File: src/rtl/v_lsu_seq_if.sv
// ---------------------------------------------------------------------------
// v_lsu_seq_if -- memory request/response bus used by the vector LSU.
//
// One request is outstanding at a time. The master holds req with stable
// addr/be/wdata until gnt. For a load, the answer arrives later on
// rvalid/rdata.
//
//   req    master -> slave  request valid
//   we     master -> slave  1 = store, 0 = load
//   addr   master -> slave  word-aligned byte address
//   be     master -> slave  byte enables
//   wdata  master -> slave  store data, already shifted into its byte lane(s)
//   gnt    slave -> master  request accepted this cycle
//   rvalid slave -> master  load data valid this cycle
//   rdata  slave -> master  load data word
// ---------------------------------------------------------------------------
interface v_lsu_seq_if;
  logic        req;
  logic        we;
  logic [31:0] addr;
  logic [3:0]  be;
  logic [31:0] wdata;
  logic        gnt;
  logic        rvalid;
  logic [31:0] rdata;

  modport master (
    output req, we, addr, be, wdata,
    input  gnt, rvalid, rdata
  );

  modport slave (
    input  req, we, addr, be, wdata,
    output gnt, rvalid, rdata
  );
endinterface

File: src/rtl/v_lsu_seq.sv
// ---------------------------------------------------------------------------
// v_lsu_seq -- sequential vector load/store unit.
//
// The unit accepts one vector memory command at a time and walks its
// elements one by one. There is one bus request per element. Unit-stride
// and strided loads and stores are supported, with element widths of
// 8, 16 or 32 bits.
//
// Ports
//   clk, nrst        clock, asynchronous active-low reset
//   start            command valid (sampled only while ready)
//   op[3:0]          1..3 VLE8/16/32, 4..6 VLSE8/16/32,
//                    7..9 VSE8/16/32, 10..12 VSSE8/16/32
//   base[31:0]       byte base address
//   stride[31:0]     byte stride (signed, strided ops only)
//   vl               element count
//   ready / busy     idle / command in flight
//   done / err       one-cycle end-of-command pulse / error flag with it
//   mem              memory bus (master side)
//   elem_idx         current element; addresses the VRF read port
//   vrf_rdata        store element from the VRF, LSB-aligned
//   vrf_we/widx/wdata  load element write-back to the VRF
// ---------------------------------------------------------------------------
module v_lsu_seq #(
  parameter  int MAX_VL = 32,
  localparam int VLW    = $clog2(MAX_VL) + 1,
  localparam int IDXW   = $clog2(MAX_VL)
) (
  input  logic            clk,
  input  logic            nrst,

  input  logic            start,
  input  logic [3:0]      op,
  input  logic [31:0]     base,
  input  logic [31:0]     stride,
  input  logic [VLW-1:0]  vl,

  output logic            ready,
  output logic            busy,
  output logic            done,
  output logic            err,

  v_lsu_seq_if.master     mem,

  output logic [IDXW-1:0] elem_idx,
  input  logic [31:0]     vrf_rdata,
  output logic            vrf_we,
  output logic [IDXW-1:0] vrf_widx,
  output logic [31:0]     vrf_wdata
);

  typedef enum logic [1:0] {
    S_IDLE,
    S_REQ,
    S_WAIT,
    S_DONE
  } state_t;

  typedef enum logic [1:0] {
    EW8,
    EW16,
    EW32
  } ew_t;

  typedef struct packed {
    logic valid;
    logic store;
    logic strided;
    ew_t  ew;
  } op_dec_t;

  // Each op group of three runs 8/16/32 bits, so the width follows
  // directly from the op code.
  function automatic op_dec_t decode(input logic [3:0] o);
    op_dec_t d;
    d.valid   = (o >= 4'd1) && (o <= 4'd12);
    d.store   = (o >= 4'd7) && (o <= 4'd12);
    d.strided = (o inside {[4'd4:4'd6], [4'd10:4'd12]});
    case (o)
      4'd2, 4'd5, 4'd8, 4'd11: d.ew = EW16;
      4'd3, 4'd6, 4'd9, 4'd12: d.ew = EW32;
      default:                 d.ew = EW8;
    endcase
    return d;
  endfunction

  function automatic logic misaligned(input ew_t ew, input logic [1:0] a);
    return ((ew == EW16) && a[0]) || ((ew == EW32) && (a != 2'b00));
  endfunction

  function automatic logic [31:0] ew_bytes(input ew_t ew);
    case (ew)
      EW16:    return 32'd2;
      EW32:    return 32'd4;
      default: return 32'd1;
    endcase
  endfunction

  function automatic logic [31:0] ew_mask(input ew_t ew);
    case (ew)
      EW16:    return 32'h0000_FFFF;
      EW32:    return 32'hFFFF_FFFF;
      default: return 32'h0000_00FF;
    endcase
  endfunction

  function automatic logic [3:0] lane_be(input ew_t ew, input logic [1:0] a);
    case (ew)
      EW16:    return 4'b0011 << a;
      EW32:    return 4'b1111;
      default: return 4'b0001 << a;
    endcase
  endfunction

  // -------------------------------------------------------------------------
  // State and captured command
  // -------------------------------------------------------------------------
  state_t          state_q, state_d;
  logic            store_q;
  logic            strided_q;
  ew_t             ew_q;
  logic [31:0]     stride_q;
  logic [VLW-1:0]  vl_q;
  logic [31:0]     addr_q;
  logic [IDXW-1:0] idx_q;
  logic            err_q, err_d;

  logic            accept;
  logic            advance;
  op_dec_t         dec_in;
  logic [4:0]      shamt;
  logic [31:0]     next_addr;
  logic            last;

  assign dec_in    = decode(op);
  assign shamt     = {addr_q[1:0], 3'b000};
  assign next_addr = addr_q + (strided_q ? stride_q : ew_bytes(ew_q));
  assign last      = ({1'b0, idx_q} == (vl_q - VLW'(1)));

  // -------------------------------------------------------------------------
  // Next state and outputs
  // -------------------------------------------------------------------------
  // NOTE: every output and next-state variable gets a default before the
  // case statement, so no path through this block leaves a value unassigned
  // and no latch is inferred.
  always_comb begin
    state_d   = state_q;
    err_d     = 1'b0;
    accept    = 1'b0;
    advance   = 1'b0;
    mem.req   = 1'b0;
    mem.we    = 1'b0;
    mem.addr  = '0;
    mem.be    = '0;
    mem.wdata = '0;
    vrf_we    = 1'b0;
    vrf_widx  = '0;
    vrf_wdata = '0;

    unique case (state_q)
      S_IDLE: begin
        if (start) begin
          accept = 1'b1;
          if (!dec_in.valid) begin
            state_d = S_DONE;
            err_d   = 1'b1;
          end else if (vl == '0) begin
            state_d = S_DONE;
          end else if (misaligned(dec_in.ew, base[1:0])) begin
            // A misaligned first element never reaches the bus.
            state_d = S_DONE;
            err_d   = 1'b1;
          end else begin
            state_d = S_REQ;
          end
        end
      end

      S_REQ: begin
        mem.req   = 1'b1;
        mem.we    = store_q;
        mem.addr  = {addr_q[31:2], 2'b00};
        mem.be    = lane_be(ew_q, addr_q[1:0]);
        mem.wdata = store_q ? (vrf_rdata << shamt) : 32'h0;
        if (mem.gnt) begin
          if (store_q) advance = 1'b1;
          else         state_d = S_WAIT;
        end
      end

      S_WAIT: begin
        if (mem.rvalid) begin
          vrf_we    = 1'b1;
          vrf_widx  = idx_q;
          vrf_wdata = (mem.rdata >> shamt) & ew_mask(ew_q);
          advance   = 1'b1;
        end
      end

      S_DONE: state_d = S_IDLE;

      default: state_d = S_IDLE;
    endcase

    // Element finished: stop after the last one. Before the next element's
    // request goes out, check its alignment. Elements already written stay
    // written.
    if (advance) begin
      if (last) begin
        state_d = S_DONE;
      end else if (misaligned(ew_q, next_addr[1:0])) begin
        state_d = S_DONE;
        err_d   = 1'b1;
      end else begin
        state_d = S_REQ;
      end
    end
  end

  // -------------------------------------------------------------------------
  // Registers
  // -------------------------------------------------------------------------
  // NOTE: state is updated with non-blocking assignments, so every register
  // samples the pre-edge values and simulation matches the synthesized flops.
  always_ff @(posedge clk or negedge nrst) begin
    if (!nrst) begin
      state_q   <= S_IDLE;
      store_q   <= 1'b0;
      strided_q <= 1'b0;
      ew_q      <= EW8;
      stride_q  <= '0;
      vl_q      <= '0;
      addr_q    <= '0;
      idx_q     <= '0;
      err_q     <= 1'b0;
    end else begin
      state_q <= state_d;
      err_q   <= err_d;
      if (accept) begin
        store_q   <= dec_in.store;
        strided_q <= dec_in.strided;
        ew_q      <= dec_in.ew;
        stride_q  <= stride;
        vl_q      <= vl;
        addr_q    <= base;
        idx_q     <= '0;
      end else if (advance) begin
        addr_q <= next_addr;           // wraps modulo 2^32
        idx_q  <= idx_q + IDXW'(1);
      end
    end
  end

  assign ready    = (state_q == S_IDLE);
  assign busy     = !ready;
  assign done     = (state_q == S_DONE);
  // err_q is set only on the transition into DONE, so it lines up with done.
  assign err      = done && err_q;
  assign elem_idx = idx_q;

endmodule

File: src/flat_wrapper.sv
// flat-port wrapper written by rule: the top's interface ports become plain ports
module v_lsu_seq_flat 
#(
  parameter  int MAX_VL = 32,
  localparam int VLW    = $clog2(MAX_VL) + 1,
  localparam int IDXW   = $clog2(MAX_VL)
)
  (clk, nrst, start, op, base, stride, vl, ready, busy, done, err, elem_idx, vrf_rdata, vrf_we, vrf_widx, vrf_wdata, mem_req, mem_we, mem_addr, mem_be, mem_wdata, mem_gnt, mem_rvalid, mem_rdata);
  v_lsu_seq_if mem_i ();
  input  logic clk;
  input  logic nrst;
  input  logic start;
  input  logic [3:0] op;
  input  logic [31:0] base;
  input  logic [31:0] stride;
  input  logic [VLW-1:0] vl;
  output logic ready;
  output logic busy;
  output logic done;
  output logic err;
  output logic [IDXW-1:0] elem_idx;
  input  logic [31:0] vrf_rdata;
  output logic vrf_we;
  output logic [IDXW-1:0] vrf_widx;
  output logic [31:0] vrf_wdata;
  output wire logic [$bits(mem_i.req)-1:0] mem_req;
  output wire logic [$bits(mem_i.we)-1:0] mem_we;
  output wire logic [$bits(mem_i.addr)-1:0] mem_addr;
  output wire logic [$bits(mem_i.be)-1:0] mem_be;
  output wire logic [$bits(mem_i.wdata)-1:0] mem_wdata;
  input wire logic [$bits(mem_i.gnt)-1:0] mem_gnt;
  input wire logic [$bits(mem_i.rvalid)-1:0] mem_rvalid;
  input wire logic [$bits(mem_i.rdata)-1:0] mem_rdata;
  assign mem_req = mem_i.req;
  assign mem_we = mem_i.we;
  assign mem_addr = mem_i.addr;
  assign mem_be = mem_i.be;
  assign mem_wdata = mem_i.wdata;
  assign mem_i.gnt = mem_gnt;
  assign mem_i.rvalid = mem_rvalid;
  assign mem_i.rdata = mem_rdata;
  v_lsu_seq #(.MAX_VL(MAX_VL)) u_core (.clk(clk), .nrst(nrst), .start(start), .op(op), .base(base), .stride(stride), .vl(vl), .ready(ready), .busy(busy), .done(done), .err(err), .mem(mem_i), .elem_idx(elem_idx), .vrf_rdata(vrf_rdata), .vrf_we(vrf_we), .vrf_widx(vrf_widx), .vrf_wdata(vrf_wdata));
endmodule
File: config.mk
export PLATFORM = sky130hd
export DESIGN_NAME = v_lsu_seq_flat
export DESIGN_NICKNAME = d
export VERILOG_FILES = /design/src/rtl/v_lsu_seq_if.sv /design/src/rtl/v_lsu_seq.sv /design/src/flat_wrapper.sv
export SDC_FILE = /design/constraint.sdc
export NUM_CORES = 1
export LEC_CHECK = 0
export ABC_AREA = 1
export CAP_MARGIN = 30
export CORE_MARGIN = 8
export CORE_UTILIZATION = 25
export CTS_CLUSTER_SIZE = 40
export DETAILED_ROUTE_END_ITERATION = 10
export PLACE_DENSITY = 0.48
export SETUP_SLACK_MARGIN = 0.2
export SLEW_MARGIN = 20
export SYNTH_ARGS = -nofsm -noshare
export SYNTH_HDL_FRONTEND = slang
export SYNTH_SLANG_ARGS = --single-unit
File: constraint.sdc
create_clock -name clk -period 5.5 [get_ports clk]
set_input_delay 1.1 -clock clk [delete_from_list [all_inputs] [get_ports clk]]
set_output_delay 1.1 -clock clk [all_outputs]
set_load 0.01 [all_outputs]
# --- After elaboration in Yosys (flattened, before gate mapping) ---
# Memory sizes are Yosys's and may differ from the RTL's.
# Cells that the tools add are included.
totals:
  ff_bits: 82
  rom_bits: 32
  input_bits: 143
  output_inout_bits: 117
  elab_cells: 100
  memories: 1
memory_table:
  columns: ["memory", "depth", "width", "rd", "rd_clocked_by_memory_dff", "wr", "line", "text"]
  rows:
  - ["(name not given)", 16, 2, 1, 0, 0, "v_lsu_seq.sv:79", "case (o)"]
classes:
  add_sub_neg: 3
  n_lt_le_gt_ge: 6
  n_eq_ne: 11
  shift: 4
  muxes: 45
  n_bitwise: 1
  reduce_logical: 20
op_table:
  columns: ["cell", "count"]
  rows:
  - ["two-way mux 32 bit", 10]
  - ["case mux 32 bit (2 select lines)", 1]
  - ["adder 32 bit", 1]
  - ["bitwise AND 32 bit", 1]
  - ["<< shifter 32 x 5 -> 32 bit", 1]
  - [">> shifter 32 x 5 -> 32 bit", 1]
  - ["two-way mux 5 bit", 4]
  - ["two-way mux 2 bit", 9]
  - ["two-way mux 1 bit", 16]
  - ["logical AND 1 bit", 9]
  - ["== test 2 bit, second input constant", 4]
  - ["greater-or-equal comparator 4 x 3 -> 1 bit, second input constant", 2]
  - ["case mux 4 bit (2 select lines)", 1]
  - ["nonzero test 2 bit", 4]
  - ["== test 2 x 1 -> 1 bit, second input constant", 3]
  - ["== test 5 x 6 -> 1 bit", 1]
  - ["logical NOT 6 bit", 1]
  - ["inequality test 3 bit, second input constant", 2]
  - ["case mux 2 bit (3 select lines)", 1]
  - ["case mux 3 bit (2 select lines)", 1]
  - ["subtractor 6 x 1 -> 6 bit, second input constant", 1]
  - ["adder 5 x 1 -> 5 bit, second input constant", 1]
  - ["greater-or-equal comparator 4 x 1 -> 1 bit, second input constant", 1]
  - ["greater-or-equal comparator 4 bit, second input constant", 1]
  - ["12 further kinds", 13]

# --- Logic depth before layout (Yosys ltp) ---
# An unclocked memory read counts as a cell.
depth:
  ltp_word: 12
  ltp_mapped: 17
  mapped_depth_nobuf: 17

# --- Worst setup path after synthesis ---
# OpenSTA, ideal clock, no wires.
synth_timing:
  kind: "input to output"
  start: "in mem_rvalid"
  end: "out vrf_wdata[29]"
  t_arrival_ps: 2019
  t_required_ps: 4400
  slack_ps: 2381
  cell_stages: 5
  n_path_buf: 1
  cell_sequence: "nand2_2 -> clkinv_1 -> nand3_1 -> buf_2 -> nor3_1"
synth_between:
  elab_chain_cells: 2
synth_rtl:
  columns: ["item", "line", "text"]
  rows:
  - ["from (decl)", "flat_wrapper.sv:32", "input wire logic [$bits(mem_i.rvalid)-1:0] mem_rvalid;"]
  - ["two-way mux 32 bit", "v_lsu_seq.sv:192", "if (mem.rvalid) begin"]
  - ["two-way mux 32 bit", "v_lsu_seq.sv:160", "unique case (state_q)"]
  - ["to (decl)", "flat_wrapper.sv:25", "output logic [31:0] vrf_wdata;"]
# Every way passes these cells.

# --- Final worst setup path ---
layout_timing:
  start: "in mem_rvalid"
  end: "out vrf_wdata[26]"
# Same word-level chain as after synthesis.

==> flow_metrics.env <==
export IMPL_synth_cell_area_mm2=0.008076
export IMPL_synth_area_per_cell_um2=5.773
export IMPL_post_place_ws_ps=1140
export IMPL_min_to="u_core.stride_q[0]$_DFFE_PN0P_"
export IMPL_cts_tree="built"
export IMPL_yosys_warnings=0
export IMPL_reg2regPathDepth=16
export IMPL_synth_top_area_cell="nand2_1"
export IMPL_yosysMostFrequentCell="nand2_1"
export IMPL_min_period_over_period_pct=79.46
export IMPL_synth_commonest_cells="nand2_1, inv_1, nor2_1"
export IMPL_vias=9077
export IMPL_grt_overflow=0
export IMPL_synth_cell_types=41
export IMPL_synth_cells=1399
export IMPL_worstPathArrival_ps=3270
export IMPL_die_y_um=195.7
export IMPL_report_final_slew_viol_count=0
export IMPL_fin_skew_ps=13.63
export IMPL_clock_sinks=82
export IMPL_power_density_mw_per_mm2=522.5
export IMPL_hp_class="reg -> reg"
export IMPL_synth_edff_count=0
export IMPL_rsz0062_at_grt="false"
export IMPL_worst_slack_ps=1130
export IMPL_synthTopCellsByArea="nand2_1, dfrtp_1, inv_1"
export IMPL_grt_pass1_wl_mm=51.25
export IMPL_die_w_um=195.7
export IMPL_grt_pass1_vias=8966
export IMPL_placed_cell_area_mm2=0.01099
export IMPL_io_buffers=257
export IMPL_finalSetupTns_ps=0
export IMPL_p_leak_uw=0.006058
export IMPL_status="complete, no violations"
export IMPL_core_mm2=0.03221
export IMPL_finish_instance_area_mm2=0.01132
export IMPL_hold_viol_final=0
export IMPL_maxSlewHeadroom_pct=44.64
export IMPL_post_route_util_pct=35.14
export IMPL_synth_top_area_share_pct=26.17
export IMPL_initial_core_util_pct=25.08
export IMPL_ys_flop_type="dfrtp_1"
export IMPL_critPathSlowestCell="clkdlybuf4s50_1"
export IMPL_track_usage_pct=16.73
export IMPL_min_period_ps=4370
export IMPL_post_cts_buffers=0
export IMPL_maxCapViolCount=0
export IMPL_clk_pin_slew_ps=70
export IMPL_dr_first_iter_drc_count=468
export IMPL_fin_nets=1814
export IMPL_clock_latency_ps=360
export IMPL_rr_endpoint="u_core.addr_q[20]$_DFFE_PN0P_"
export IMPL_yosysSeqAreaShare_pct=25.41
export IMPL_die_area_mm2=0.03831
export IMPL_wl_per_cell_um=15.92
export IMPL_cp_cell_sequence="clkdlybuf4s50_1 -> nand2_2 -> clkinv_1 -> nand3_1 -> nor3_1 -> clkdlybuf4s50_1"
export IMPL_drc=0
export IMPL_place_congestion=0.8833
export IMPL_ctsHoldBuffers=0
export IMPL_synth_seq_cells=82
export IMPL_finalSetupViolCount=0
export IMPL_io_pins=260
export IMPL_rrSetupSlack_ps=2540
export IMPL_routed_via_density=4.452
export IMPL_peakVddDrop_uv=178.8
export IMPL_cp_max_fo=16
export IMPL_wirelength_mm=32.47
export IMPL_rows=66
export IMPL_drive_gt1_share_pct=3.067
export IMPL_numCtsBuffers=9
export IMPL_htree_levels=3
export IMPL_grt_max_degree=90
export IMPL_post_cts_resize_count=0
export IMPL_cts_buffer_depth=2
export IMPL_cp_slowest_stage_delay_ps=600
export IMPL_fmax_mhz=228.8
export IMPL_hold_start="u_core.stride_q[0]$_DFFE_PN0P_"
export IMPL_tightest_slew_ps=830.3
export IMPL_start_kind="input pin"
export IMPL_hpwl_mm=25.91
export IMPL_dr_pass1_iters=5
export IMPL_crit_top_cell="clkdlybuf4s50_1"
export IMPL_min_path_cells=2
export IMPL_syn_to_final_growth_pct=40.11
export IMPL_root_buffer="clkbuf_16"
export IMPL_antenna_found_initial=1
export IMPL_reg2reg_from="u_core.strided_q$_DFFE_PN0P_"
export IMPL_required_ps=4400
export IMPL_async_flop_share_pct=100.0
export IMPL_end_kind="output pin"
export IMPL_criticalPathCategory="in -> out"
export IMPL_ant_nets=0
## power by group
part	internal [uW]	switching, uW	leakage, uW
sequential	885	271	0.00101
clock	314	290	0.000133
combinational	1560	2590	0.00492
## per-layer routing
metal  wire, um  vias to the layer above  GRT usage [%]  part of all wire (%)
met2      14490                      218          26.50                    45
met5          0                        -              0                     0
met1      15810                     4071          22.92                    49
met3       1482                       33          2.964                   4.6
met4        683                        0          4.913                   2.1
li1           -                     4755              -                     -
## stage by stage
stage / total power, uW / hold WS [ps] / std cells
6_report: 5913 / 482.4 / 2039
5_1_grt: 6597 / 515.8 / 2039
4_1_cts: 5955 / 484.9 / 2036
3_5_place_dp: 5319 / 466.8 / 2020
3_3_place_gp: 5297 / 463.2 / 2020
2_1_floorplan: 3923 / 449.2 / 1400
## critical path, delay by kind of cell
family | cells | cell delay, ps
buffers and inverters | 3 | 1290
AND/OR/NAND/NOR | 3 | 870
## worst max-delay path by stage
stage / endpoint / slack, ps / cells after the start / start
after floorplan: vrf_wdata[29] / 2380 / 5 / mem_rvalid
after global placement: vrf_wdata[27] / 1250 / 6 / mem_rvalid
after detailed placement: vrf_wdata[26] / 1140 / 6 / mem_rvalid
after CTS: vrf_wdata[26] / 1140 / 6 / mem_rvalid
after global routing: vrf_wdata[27] / 950 / 6 / mem_rvalid
final: vrf_wdata[26] / 1130 / 6 / mem_rvalid
## state kept, by name (all words and copies together), names as in the netlist
register,cells
u_core.ew_q,2
u_core.err_q,1
u_core.store_q,1
u_core.elem_idx,5
u_core.stride_q,32
u_core.state_q,2
u_core.vl_q,6
u_core.strided_q,1
u_core.addr_q,32
## cell families after synthesis
kind of cell             count (synthesis)  synth area share, %
AND/OR/NAND/NOR                        811                39.85
AO/OA/AOI/OAI                          155                11.17
other                                    1              0.04643
XOR/XNOR                                14                1.518
multiplexers                             8               0.9915
flip-flops                              82                25.41
adder cells (fa/ha/maj)                 46                7.219
buffers and inverters                  282                13.80
## cells in the final DEF (no fill, tap or decap), types with 8 or more instances in the layout
master / count
buf_4: 11
nand2_1: 562
nor2_2: 11
clkbuf_16: 9
a31oi_1: 18
mux2i_1: 8
ha_1: 45
nand3_1: 59
a21oi_1: 51
xor2_1: 9
nor3_1: 17
o21ai_0: 49
inv_1: 222
dfrtp_1: 81
clkdlybuf4s50_1: 256
nor2_1: 146
o32ai_1: 16
## area by class of cell
type                            instances  area, um2
Antenna cell                            1      2.502
Clock buffer                            9      225.2
Clock inverter                          7      58.81
Fill cell                            3666      20890
Inverter                              227      857.1
Multi-Input combinational cell       1036       4921
Sequential cell                        82       2053
Tap cell                              408      510.5
Timing Repair Buffer                  269       2688
(Power assumes the default switching activity.)
